File: src/rtl/spi_slave_if.sv
// SPI slave endpoint: oversamples sclk/ss/mosi in the pclk domain, shifts 8-bit frames in any
// CPOL/CPHA mode with selectable bit order, and exchanges bytes through a TX buffer and RX register.
module spi_slave_if #(
  parameter logic [7:0] IDLE_FILL = 8'hFF
) (
  input  logic       pclk,
  input  logic       preset,
  input  logic       cpol,
  input  logic       cpha,
  input  logic       lsbfe,
  input  logic [7:0] tx_data,
  input  logic       tx_valid,
  output logic       tx_ready,
  output logic [7:0] rx_data,
  output logic       rx_valid,
  input  logic       rx_ready,
  input  logic       sclk,
  input  logic       ss,
  input  logic       mosi,
  output logic       miso,
  output logic       miso_oe,
  output logic       busy,
  output logic       tx_underrun,
  output logic       rx_overrun
);

  typedef enum logic {IDLE, ACTIVE} state_t;
  state_t state, state_next;

  logic [2:0] sclk_sync, ss_sync, mosi_sync;
  logic       cpol_q, cpha_q, lsbfe_q;
  logic [7:0] tx_buf, tx_shift, rx_shift;
  logic       tx_full, pending;
  logic [2:0] bit_cnt;

  logic ss_fall, ss_rise, sclk_rise, sclk_fall;
  logic lead_edge, trail_edge, sample_edge, shift_edge;
  logic use_cpha, use_lsbfe;
  logic byte_start, init_start, do_shift, do_sample, abort, byte_done, tx_load;
  logic [7:0] start_byte, start_shifted, rx_next;

  assign ss_fall     = ss_sync[2] & ~ss_sync[1];
  assign ss_rise     = ~ss_sync[2] & ss_sync[1];
  assign sclk_rise   = ~sclk_sync[2] & sclk_sync[1];
  assign sclk_fall   = sclk_sync[2] & ~sclk_sync[1];
  assign lead_edge   = cpol_q ? sclk_fall : sclk_rise;
  assign trail_edge  = cpol_q ? sclk_rise : sclk_fall;
  assign sample_edge = cpha_q ? trail_edge : lead_edge;
  assign shift_edge  = cpha_q ? lead_edge : trail_edge;

  // The ss-fall byte start happens before the mode registers have captured the new mode
  assign use_cpha  = (state == IDLE) ? cpha : cpha_q;
  assign use_lsbfe = (state == IDLE) ? lsbfe : lsbfe_q;

  assign start_byte    = tx_full ? tx_buf : IDLE_FILL;
  assign start_shifted = use_lsbfe ? {1'b0, start_byte[7:1]} : {start_byte[6:0], 1'b0};
  assign rx_next       = lsbfe_q ? {mosi_sync[1], rx_shift[7:1]} : {rx_shift[6:0], mosi_sync[1]};
  assign byte_done     = do_sample & (bit_cnt == 3'd7);
  assign tx_load       = tx_valid & ~tx_full;

  assign tx_ready = ~tx_full;
  assign busy     = (state == ACTIVE);

  always_ff @(posedge pclk) begin
    if (preset) state <= IDLE;
    else        state <= state_next;
  end

  always_comb begin
    state_next = state;
    byte_start = 1'b0;
    init_start = 1'b0;
    do_shift   = 1'b0;
    do_sample  = 1'b0;
    abort      = 1'b0;
    case (state)
      IDLE: begin
        if (ss_fall) begin
          state_next = ACTIVE;
          byte_start = 1'b1;
          init_start = 1'b1;
        end
      end
      ACTIVE: begin
        if (ss_rise) begin
          state_next = IDLE;
          abort      = 1'b1;
        end else begin
          if (shift_edge) begin
            byte_start = pending;
            do_shift   = ~pending;
          end
          do_sample = sample_edge;
        end
      end
      default: state_next = IDLE;
    endcase
  end

  always_ff @(posedge pclk) begin
    if (preset) begin
      sclk_sync   <= 3'b000;
      ss_sync     <= 3'b111;
      mosi_sync   <= 3'b000;
      cpol_q      <= 1'b0;
      cpha_q      <= 1'b0;
      lsbfe_q     <= 1'b0;
      tx_buf      <= 8'h00;
      tx_full     <= 1'b0;
      tx_shift    <= 8'h00;
      rx_shift    <= 8'h00;
      bit_cnt     <= 3'd0;
      pending     <= 1'b0;
      rx_data     <= 8'h00;
      rx_valid    <= 1'b0;
      miso        <= 1'b0;
      miso_oe     <= 1'b0;
      tx_underrun <= 1'b0;
      rx_overrun  <= 1'b0;
    end else begin
      sclk_sync   <= {sclk_sync[1:0], sclk};
      ss_sync     <= {ss_sync[1:0], ss};
      mosi_sync   <= {mosi_sync[1:0], mosi};
      miso_oe     <= ~ss_sync[1];
      tx_underrun <= 1'b0;
      rx_overrun  <= 1'b0;
      if (state == IDLE) begin
        cpol_q  <= cpol;
        cpha_q  <= cpha;
        lsbfe_q <= lsbfe;
      end

      // With cpha=1 the first frame bit waits for the first leading edge
      if (byte_start) begin
        tx_underrun <= ~tx_full;
        bit_cnt     <= 3'd0;
        pending     <= 1'b0;
        if (init_start && use_cpha) begin
          tx_shift <= start_byte;
        end else begin
          miso     <= use_lsbfe ? start_byte[0] : start_byte[7];
          tx_shift <= start_shifted;
        end
      end else if (do_shift) begin
        miso     <= lsbfe_q ? tx_shift[0] : tx_shift[7];
        tx_shift <= lsbfe_q ? {1'b0, tx_shift[7:1]} : {tx_shift[6:0], 1'b0};
      end

      if (do_sample) begin
        rx_shift <= rx_next;
        bit_cnt  <= bit_cnt + 3'd1;
        if (bit_cnt == 3'd7) pending <= 1'b1;
      end

      if (abort) begin
        bit_cnt <= 3'd0;
        pending <= 1'b0;
      end

      if (byte_start && tx_full) tx_full <= 1'b0;
      if (tx_load) begin
        tx_buf  <= tx_data;
        tx_full <= 1'b1;
      end

      // A completing byte takes priority over a same-cycle read
      if (rx_valid && rx_ready) rx_valid <= 1'b0;
      if (byte_done) begin
        rx_data    <= rx_next;
        rx_valid   <= 1'b1;
        rx_overrun <= rx_valid & ~rx_ready;
      end
    end
  end

endmodule

File: config.mk
export PLATFORM = sky130hd
export DESIGN_NAME = spi_slave_if
export DESIGN_NICKNAME = d
export VERILOG_FILES = /design/src/rtl/spi_slave_if.sv
export SDC_FILE = /design/constraint.sdc
export NUM_CORES = 1
export LEC_CHECK = 0
export CORE_ASPECT_RATIO = 1.1
export CORE_MARGIN = 2
export CORE_UTILIZATION = 30
export DETAILED_ROUTE_END_ITERATION = 16
export SLEW_MARGIN = 20
export SYNTH_ARGS = -nofsm -noshare
export SYNTH_HDL_FRONTEND = slang
export SYNTH_SLANG_ARGS = --single-unit
File: constraint.sdc
create_clock -name pclk -period 3.5 [get_ports pclk]
set_clock_uncertainty 0.05 [all_clocks]
set_input_delay 0.7 -clock pclk [delete_from_list [all_inputs] [get_ports pclk]]
set_output_delay 0.7 -clock pclk [all_outputs]
set_load 0.1 [all_outputs]
==> results by stage, run 1 <==
Min path:
- The count of cells along the worst hold path is 1.
- The path category of the worst min-delay check is reg2reg.

Setup path:
- The type of element capturing the critical path is an output pin.
- The kind of launch point of the worst setup path is a register.
- The critical path in this run is classified as reg2out.
- The slowest library cell on the worst path is clkdlybuf4s50_1.
- The worst endpoint required time is about 2800 ps.
- Traced cell by cell, the critical path runs through clkdlybuf4s50_1.
- For flop-to-flop paths, the worst setup slack is 1440 ps.
- In this run the worst path has a maximum fanout of 2.
- On the worst path, the slowest cell contributes a delay of around 1100 ps.
- In this run the number of cells on the critical path is 1.
- The arrival time at the worst endpoint is 1790 ps.
- The cell type group with the largest total delay on the critical path is buffers and inverters.
- Measured in cells, the most critical reg-to-reg path has a length of 4.
- The number of buffers and inverters on the critical path is 1.

STA:
- Setup violations remaining at the end of the flow were counted as 0.
- After routing, the total negative slack on setup checks comes to 0 ps.
- The worst path uses 72.7% of the clock period.
- The measured slew at the worst slew-check pin is about 970 ps.
- The hold violation total from the final report came to 0.
- On the final layout, the worst hold slack is approximately 370 ps.
- The worst relative slew slack is 35.4%.
- Based on the critical path, the design can be clocked at up to 393 MHz.
- Setup repair after global routing left no endpoint under its margin.
- The clock period minus worst slack is 2540 ps.
- The number of max-slew violations in the final report was 0.

Clocking:
- The clock transition time at the flip-flop clock pins of the worst setup and hold paths is 110 ps.
- The quantity of hold-fixing buffers added after cts is 0.
- The clock tree root buffer cell is clkbuf_8.
- The CTS tree is yes.
- At the later pin of the worst-skew pair, clock insertion delay measures 320 ps.
- TritonCTS created 5 clock buffers.
- The count of cells resized by post-cts repair is 0.
- The number of setup buffers added after CTS is 0.
- The count of clock tree sinks is 54.
- The level count of the clock H-tree is 2.
- The buffer levels on the longest clock path is 2.

Die:
- The starting density of the core is 31.3%.
- The floorplan die area is about 8600 um2.
- The core box area is 7560 um2.
- The number of placement rows is 33.
- During I/O placement, the number of pins put on the boundary was 33.
- The floorplan step set the die height to 97.1 um.
- The x dimension of the die is 88.6 um.

Logic synthesis:
- The share of synthesized area occupied by flip-flops and latches is 45.8%.
- The mean instance size in the synthesized netlist is 9.12 um2.
- The count of different cell masters after synthesis is 41.
- After synthesis the cells add up to 2360 um2.
- In this run, synthesis inferred 0 flip-flops with an integrated enable.
- The cell accounting for the most synthesized area is dfxtp_1.
- The async set-reset flop share out of synthesis is 0%.
- By instance count, the leading cell after synthesis is dfxtp_1.
- The synthesized design contains 54 register bits.
- The post-synth net total is 279.
- The area fraction of the dominant cell type after synthesis is about 46%.
- The most frequently used flop master after synthesis is dfxtp_1.
- The cell count after synthesis came out at approximately 260.
- By area the synthesized netlist is led by dfxtp_1 (46%), mux2i_1 (11%), a211oi_1 (4.8%).
- Ranked by instance count, the synthesized netlist is headed by dfxtp_1 (54), nand2_1 (28), mux2i_1 (27).
- The number of warning messages in the yosys log is 0.

Power:
- In this run the static leakage power is 0.968 nW.
- For this design the ratio of total power to cell area is between 400 and 500 nW/um2.
- VDD sags by at most around 200 uV.

Drt:
- For this run, design rule violations remaining after detail routing come to 0.
- The iteration-0 DRC count of the detailed router is roughly 110.
- The via count of the routed design is 1858.
- The overall routed net length is between 4000 and 5000 um.
- After detailed routing, the number of vias per cell comes to around 4.8.
- The post-detailed-route count of antenna-violating nets is 0.
- The pre-antenna-repair detailed-routing pass consisted of 4 iterations.
- After detailed routing, the average wire length per cell comes to 12.1 um.

Layout:
- The footprint of the multi-input gates is 1180 um2.
- The count of inserted antenna diode cells is 0.
- The synthesis-to-finish area growth is 21.3%.
- For this run, the post-layout net count is 304.
- The sequential cells in the finished layout cover a total of 1080 um2.
- The post-route netlist has under 10% of its cells at a drive strength greater than 1.
- After filler insertion, the fill cell instance count of the layout stands at 771.

Placed design:
- The final HPWL from detailed placement is approximately 3300 um.
- The congestion estimate from routability-driven global placement came to approximately 0.81.
- The number of buffers added on ports is 32.

GRT:
- The global routing usage summed across all routing layers is 11.4%.
- The maximum number of pins on one net before global-route repair is 31.
- Global routing finished with a remaining overflow of 0.
- The first global-routing pass estimated 7860 um of wire.
- The initial antenna violation count is 0.
- The via count of the first global-routing pass is roughly 1700.

Run:
- The number of violations of the max-capacitance limit is 0.

Run status:
- The flow ran to the end, and the final reports show no timing, DRC or antenna violations.
==> per-layer routing <==
layer / wire length [um] / up-vias / share of wire (%) / global-route usage [%]
met5: 0 / - / 0 / 0
met4: 95 / 0 / 2.0 / 4.90
met3: 167 / 5 / 3.5 / 2.29
met2: 2050 / 32 / 44 / 16.9
met1: 2400 / 852 / 51 / 15.9
li1: - / 969 / - / -
==> layout make-up <==
cell class,instances,share of cell area [%]
Tap cell,105,4.59
Multi-Input combinational cell,183,41.3
Timing Repair Buffer,36,11.8
Inverter,4,0.524
Clock inverter,3,1.70
Clock buffer,5,2.40
Sequential cell,54,37.7
==> cells in the final DEF (no fill, tap or decap), drive strengths merged, types with 3 or more instances in the layout <==
| master | count |
|---|---|
| a211oi | 17 |
| clkdlybuf4s50 | 28 |
| nand3 | 9 |
| nand3b | 3 |
| nor3 | 4 |
| nor2 | 23 |
| nor3b | 3 |
| a21oi | 16 |
| nand2 | 28 |
| or2 | 3 |
| buf | 8 |
| nor2b | 10 |
| o21ai | 3 |
| nand2b | 4 |
| a31oi | 6 |
| or3 | 6 |
| o211ai | 6 |
| clkbuf | 5 |
| inv | 5 |
| mux2i | 27 |
| dfxtp | 54 |
==> flip-flops by register name, indices dropped and copies added, names as in the netlist <==
signal and count:
bit_cnt 3, busy 1, cpha_q 1, cpol_q 1, lsbfe_q 1, miso 1, miso_oe 1, mosi_sync 2
pending 1, rx_data 8, rx_overrun 1, rx_shift 8, rx_valid 1, sclk_sync 3, ss_sync 3, tx_buf 8
tx_full 1, tx_shift 8, tx_underrun 1
==> power by group <==
| part | internal [mW] | leakage, nW | switching, mW |
|---|---|---|---|
| Combinational | 0.0560 | 0.471 | 0.0763 |
| Clock | 0.218 | 0.0563 | 0.219 |
| Sequential | 0.634 | 0.440 | 0.0181 |
==> worst reg2reg max path, stage by stage (launching register included) <==
cell	delay, ps
dfxtp_1	560
nand2_1	230
nor3b_2	820
nor2_1	130
a211oi_2	210
==> kinds of logic after synthesis <==
kind of cell               synth area share [%]
and+or+nand+nor                            19.8
AOI/OAI and AO/OA                          16.6
DFF                                        45.8
muxes                                      11.9
buffers and inverters                      4.18
adders and majority gates                  1.06
xor gates and xnor gates                  0.689
==> through the flow <==
step           total power [mW]  setup slack [ps]  instances  utilization, %  area (um2)
2_1_floorplan             0.757              1090        259               -        2360
3_3_place_gp              0.799              1250        382            36.4        2750
3_5_place_dp              0.800              1230        382            36.4        2750
4_1_cts                    1.24               938        390            37.9        2870
5_1_grt                    1.27               903        390            37.9        2870
6_report                   1.22               957        390            37.9        2870
==> final timing paths <==
path	from	end
worst min register to register	ss_sync[0]	ss_sync[1]
worst max register to register	busy	rx_data[4]
worst min-delay path	ss_sync[0]	ss_sync[1]
worst max-delay path	rx_data[5]	rx_data[5]
No activity file was read; power rests on OpenSTA's default activity.
==> inputs of run 2 (changes only) <==
- clock period: 3.5 -> 2.6 ns (I/O delays scaled with it)
==> run 2 against run 1 <==
Compared with the run above: sequential cell count unchanged; register-to-register slack got worse by 810 ps; die area did not move; power up 35%; first-iteration DRC count down 19%; non-clock buffer count is 2 higher; count of clock-buffer cells in the layout did not move; via count is 2.9% higher; final cell count increased by 0.51%; critical path type is now reg2reg.
==> results by stage, run 2 (synthesis gave the netlist of run 1 again) <==
Run status:
- The run finished with clean final reports.

Power:
- The areal power density over the cells is 581 nW/um2.
- The worst vdd rail ir drop is 257 uV.
- The clock power share is 36.1%.
- The internal power of the cells totals about 1.2 mW.
- The net switching power is roughly 0.43 mW.
- In this run the static leakage power is 1.00 nW.
- The relative contribution of combinational cells to total power is 10.8%.
- Of the total power, the share spent switching nets is 26.1%.
- The share of total power in sequential cells is 53.1%.

Clocking:
- Clock tree synthesis found a total of 54 sinks.
- The count of cells resized by post-cts repair is 0.
- The clock tree root buffer cell is clkbuf_8.
- The clock transition time at the flip-flop clock pins of the worst setup and hold paths is 110 ps.
- The level count of the clock H-tree is 2.
- The clock latency at the later pin of the worst-skew pair is 320 ps.
- In this run, post-CTS hold repair placed 0 buffers.
- In this run, CTS created clock tree buffers numbering 5.
- The longest clock path from root to sink contains 2 buffers.
- The number of setup buffers added after CTS is 0.
- The CTS tree is yes.

STA:
- Setup violations remaining at the end of the flow were counted as 0.
- Summed over all failing endpoints, the final setup total negative slack is 0 ps.
- The setup slack of the critical path after layout is about 630 ps.
- The worst path needs 1970 ps of the cycle, external delays included.
- For this run, the top clock speed supported by timing is just over 500 MHz.
- For the pin with the worst max-slew slack, the measured transition is 668 ps.
- The worst relative slew slack is a little under three fifths.
- The number of max-slew violations in the final report is 0.
- Of the available clock period, the critical path in the final layout requires 75.7%.
- The hold violation total from the final report is 0.
- The tightest hold path in the finished design has a slack of 369 ps.
- Setup repair after global routing left no endpoint under its margin.

Drt:
- The final layout contains routed wiring with a total length of between 4000 and 5000 um.
- The via count of the routed design is 1911.
- The post-detailed-route DRC marker count is 0.
- For this run, the detailed router's first-pass iteration total came to 6.
- In this run the remaining antenna-violating nets after routing total 0.
- The average wire per cell in the routed design is 12.3 um.
- The number of vias per cell after detailed routing is between 4 and 5.
- After the first detailed-routing iteration, the DRC count stood at 85.

Run:
- The number of violations of the max-capacitance limit is 0.

Die:
- The floorplan step defined a die boundary enclosing 8600 um2.
- The starting density of the core is 31.3%.
- The core box area is approximately 7600 um2.
- The number of placement rows is 33.
- During I/O placement, the number of pins put on the boundary was 33.
- The x dimension of the die is 88.6 um.
- The vertical die dimension is 97.1 um.

Placed design:
- During placement, the flow inserted port buffers numbering 32.
- Routability-driven placement finished with a final weighted congestion of just under 0.8.
- Once detailed placement completed, the half-perimeter wirelength came to 3400 um.
- The post-place setup slack is ~570 ps.

Setup path:
- Along the worst path, the maximum fanout reaches 17.
- Counting cells, the worst reg-to-reg path comes to 5.
- The endpoint identified for the worst register-to-register timing path is tx_shift[7].
- Tracing the worst setup path back leads to its startpoint at cpol_q.
- The type of element capturing the critical path is a register.
- The worst endpoint required time is 2750 ps.
- For the worst setup path, the data arrival time is 2120 ps.
- The worst setup path is of the reg2reg kind.
- The critical path ends at tx_shift[7].
- The worst setup path is launched from a register.
- The slack of the worst reg-to-reg path is 630 ps.
- The worst register-to-register path begins at cpol_q.

GRT:
- Entering global routing, the biggest net connects 30 pins.
- The via count of the first global-routing pass is 1645.
- The wire length of the first global-routing pass is 7910 um.
- Summed over all layers, the global routing overflow is 0.
- The initial antenna violation count was 0.
- For this run, the total global-route usage over all layers was measured as 11.4%.

Layout:
- The top cell types in the final layout, fill and taps aside, are dfxtp_1 (54), nand2_1 (28), mux2i_1 (27).
- The net count of the finished layout is 306.
- The fill cell total of the finished layout is 757.
- The library cell used most frequently in the layout, excluding fill and tap cells, is dfxtp_1.
- The share of post-route cells with drive strength above 1 is 13.2%.
- The count of inserted antenna diode cells is 0.
- The synthesis-to-finish area growth is 20.7%.

Min path:
- The path category of the worst min-delay check is reg2reg.
==> run 2: metal layers <==
metal  up-vias  GRT usage (%)  share of wire, %
met4         0           4.55               1.8
met2        38           16.5                44
met5         -              0                 0
li1        974              -                 -
met3         6           2.21               3.6
met1       893           16.5                50
==> run 2: through the flow <==
stage               cell area [um2]  utilization (%)  instances  total power, mW
finish                         2850             37.7        392             1.66
global route                   2850             37.7        392             1.72
global placement               2730             36.2        384             1.08
detailed placement             2730             36.2        384             1.08
floorplan                      2360                -        259             1.02
CTS                            2850             37.7        392             1.67
==> run 2: power by group through the flow <==
stage,logic [mW],registers [mW],clock network [mW]
2_1_floorplan,0.115,0.904,0
3_3_place_gp,0.179,0.897,0
3_5_place_dp,0.180,0.898,0
4_1_cts,0.180,0.879,0.613
5_1_grt,0.197,0.882,0.643
6_report,0.179,0.879,0.598
==> run 2: worst min-delay path by stage <==
stage | from | endpoint | depth (start not counted)
global route | ss_sync[0] | ss_sync[1] | 1
finish | ss_sync[0] | ss_sync[1] | 1
global placement | ss_sync[0] | ss_sync[1] | 1
CTS | ss_sync[0] | ss_sync[1] | 1
floorplan | ss_sync[0] | ss_sync[1] | 1
detailed placement | ss_sync[0] | ss_sync[1] | 1
==> run 2: cell type report <==
class | instances | area (um2) | share of cell area [%]
Clock inverter | 3 | 48.8 | 1.71
Tap cell | 105 | 131 | 4.61
Clock buffer | 5 | 68.8 | 2.41
Multi-Input combinational cell | 183 | 1180 | 41.5
Timing Repair Buffer | 38 | 323 | 11.3
Inverter | 4 | 15.0 | 0.527
Sequential cell | 54 | 1080 | 37.9
==> run 2: critical path: stages (launching register included) <==
cell and delay (ps):
dfxtp_1 400, xor2_2 200, mux2i_1 350, or2_1 490, mux2i_1 250, o32ai_1 100
==> inputs of run 3 (changes only) <==
- clock period: 2.6 -> 1.8 ns (I/O delays scaled with it)
==> run 3 against run 2 <==
Compared with the run above: power is 41% higher; non-clock buffer count rose by 13; register-to-register slack lost 530 ps; final area increased by 11%; count of clock-buffer cells in the layout rose by 1; combinational power rose by 65%; setup slack got worse by 530 ps; via count grew 1.6%; core utilization is 4.1 points higher; highest routed layer unchanged.
==> results by stage, run 3 (synthesis gave the netlist of run 1 again) <==
Run status:
- The flow ran to the end, and the final reports show no timing, DRC or antenna violations.

Setup path:
- Along the worst path, the maximum fanout reaches 5.
- The slack of the worst reg-to-reg path is 100 ps.
- The critical path start-end classification is reg2reg.
- The worst endpoint required time is roughly 2000 ps.
- In this run the critical register-to-register path is launched from cpol_q.
- The worst reg2reg path depth is 7.
- Data on the critical path arrives at its endpoint at 1890 ps.
- The critical path goes through xor2_2 -> mux2i_1 -> buf_4 -> o21a_1 -> buf_6 -> a221o_1 -> o22ai_2.
- In this design, the stage delay of the slowest critical-path cell is 350 ps.
- The kind of launch point of the worst setup path is a register.
- The type of element capturing the critical path is a register.
- The endpoint of the worst-slack reg-to-reg timing path is tx_shift[0].
- The slowest library cell on the worst path is dfxtp_2.

STA:
- The clock period minus worst slack is 1700 ps.
- Derived from the worst setup path, the maximum achievable clock frequency is 590 MHz.
- The setup violation total in the final timing report is 0.
- At the pin with the least slew margin, the transition time is 479 ps.
- In this run the tightest slew margin relative to its limit is 67.7%.
- The hold violation total from the final report is 0.
- The number of max-slew violations in the final report came to 0.
- Final hold analysis gives a worst-case slack of 370 ps.
- The final cycle utilization of the critical path is 94.2%.
- Setup repair after global routing could not meet its margin everywhere.

Drt:
- For this run, design rule violations remaining after detail routing come to 0.
- The first routing iteration left 90 violations.
- Wires add up to 4900 um.
- For this block, the via count after detailed routing is just under 2000.
- The number of vias per cell after detailed routing is roughly 4.8.
- The post-detailed-route count of antenna-violating nets is 0.
- The first-pass iteration count of the detailed router is 4.
- The average wire per cell in the routed design is around 12 um.

Power:
- Dividing total power by cell area gives a power density of 739 nW/um2.
- After layout, the design draws a total of 2.33 mW.
- The leakage power summed over all cells is 1.11 nW.
- IR analysis of the VDD net gives a maximum drop of 411 uV.

Die:
- The x dimension of the die is slightly below 90 um.
- In this run the count of I/O pins placed on the die edge is 33.
- The floorplan has 33 rows.
- The initial utilization of the core area, before any placement, comes to 31.3%.
- The vertical die dimension is 97.1 um.
- The floorplan die area is 8600 um2.
- The core box area is roughly 7600 um2.

GRT:
- The initial antenna violation count came to 0.
- The wire length of the first global-routing pass is 8050 um.
- Entering global routing, the biggest net connects 19 pins.
- The global routing usage summed across all routing layers is 11.7%.
- The remaining global-route overflow is 0.
- The via count of the first global-routing pass is roughly 1700.

Placed design:
- Once placement finished, the instance area stood at 3010 um2.
- Routability-driven placement finished with a final weighted congestion of 0.793.
- The final HPWL from detailed placement is 3620 um.
- Input and output buffers added on the ports amount to 32.

Layout:
- The count of inserted antenna diode cells is 0.
- The finished cells cover 3160 um2.
- The share of post-route cells with drive strength above 1 is between 10% and 20%.
- The top cell types in the final layout, fill and taps aside, are dfxtp_1 (51), mux2i_1 (27), nand2_1 (27).
- The net total in the final layout is around 320.
- At the end of the flow the core is filled with cells to between 40% and 50%.
- The most common cell after layout, fill and taps aside is dfxtp_1.
- The synthesis-to-finish area growth is 33.6%.

Min path:
- The launch point of the worst hold path is preset.
- For hold timing, the worst endpoint is lsbfe_q.
- The path class of the tightest hold or removal check is in2reg.
- The worst hold path passes through 2 cells.

Clocking:
- The count of clock tree sinks is 54.
- Clock-pin slew was measured on the worst setup and hold paths at 100 ps.
- The H-tree was split into 2 levels.
- Clock latency on the worst-skew pair, taken at its later pin, is 310 ps.
- In this run, post-CTS hold repair placed 0 buffers.
- The tree is rooted in a clkbuf_8.
- TritonCTS built the clock tree.
- Clock tree synthesis inserted a total of 5 buffers.
- The buffer levels on the longest clock path is 2.

Run:
- The number of violations of the max-capacitance limit is 0.
==> run 3: changes by cell type in the layout (fill, tap and decap cells not counted), sizes merged <==
cell,previous run,this run
buf,22,35
bufinv,1,0
clkbuf,5,6
clkinvlp,1,2
inv,5,4
==> run 3: layout make-up <==
| class | count | area, um2 |
|---|---|---|
| Clock inverter | 2 | 15.0 |
| Sequential cell | 54 | 1090 |
| Timing Repair Buffer | 51 | 612 |
| Inverter | 4 | 15.0 |
| Tap cell | 105 | 131 |
| Fill cell | 739 | 4400 |
| Multi-Input combinational cell | 183 | 1200 |
| Clock buffer | 6 | 93.8 |
==> run 3: worst max-delay path by stage <==
stage / start / endpoint / slack (ps) / cells after the start
finish: cpol_q / tx_shift[0] / 100 / 7
global route: cpha_q / bit_cnt[0] / -50 / 7
CTS: cpol_q / tx_shift[1] / 10 / 5
detailed placement: lsbfe / miso / -60 / 6
global placement: lsbfe / miso / -6 / 6
floorplan: busy / tx_shift[2] / 10 / 7
==> run 3: metal layers <==
metal	GRT usage, %	routed length, um
met4	3.96	74
met2	17.6	2310
met5	0	0
met3	2.46	200
met1	16.5	2310
==> run 3: repair_timing <==
item / in CTS / in global routing
gates resized for setup: 1 / 7
buffers inserted: 0 / 2
pin swaps: 0 / 1
endpoints found under the hold margin: 0 / 0
endpoints found under the setup margin: 7 / 22
==> run 3: where the power goes <==
| part | switching (mW) | internal [mW] |
|---|---|---|
| clock | 0.406 | 0.358 |
| combinational | 0.156 | 0.139 |
| sequential | 0.0387 | 1.23 |
| total | 0.601 | 1.73 |
==> run 3: metrics by stage <==
stage          setup WS [ps]  setup TNS [ps]  instances
6_report                 104               0        405
5_1_grt                -46.6            -104        405
3_5_place_dp           -60.5            -135        395
3_3_place_gp           -5.74           -5.74        395
2_1_floorplan           14.1               0        259
4_1_cts                 12.4               0        403
==> run 3: worst max-delay path, delay by kind of cell (launching register included) <==
| family | cells | cell delay, ps |
|---|---|---|
| mux | 1 | 140 |
| compound gates | 3 | 630 |
| buf+inv | 2 | 290 |
| flops | 1 | 350 |
| xor+xnor | 1 | 180 |
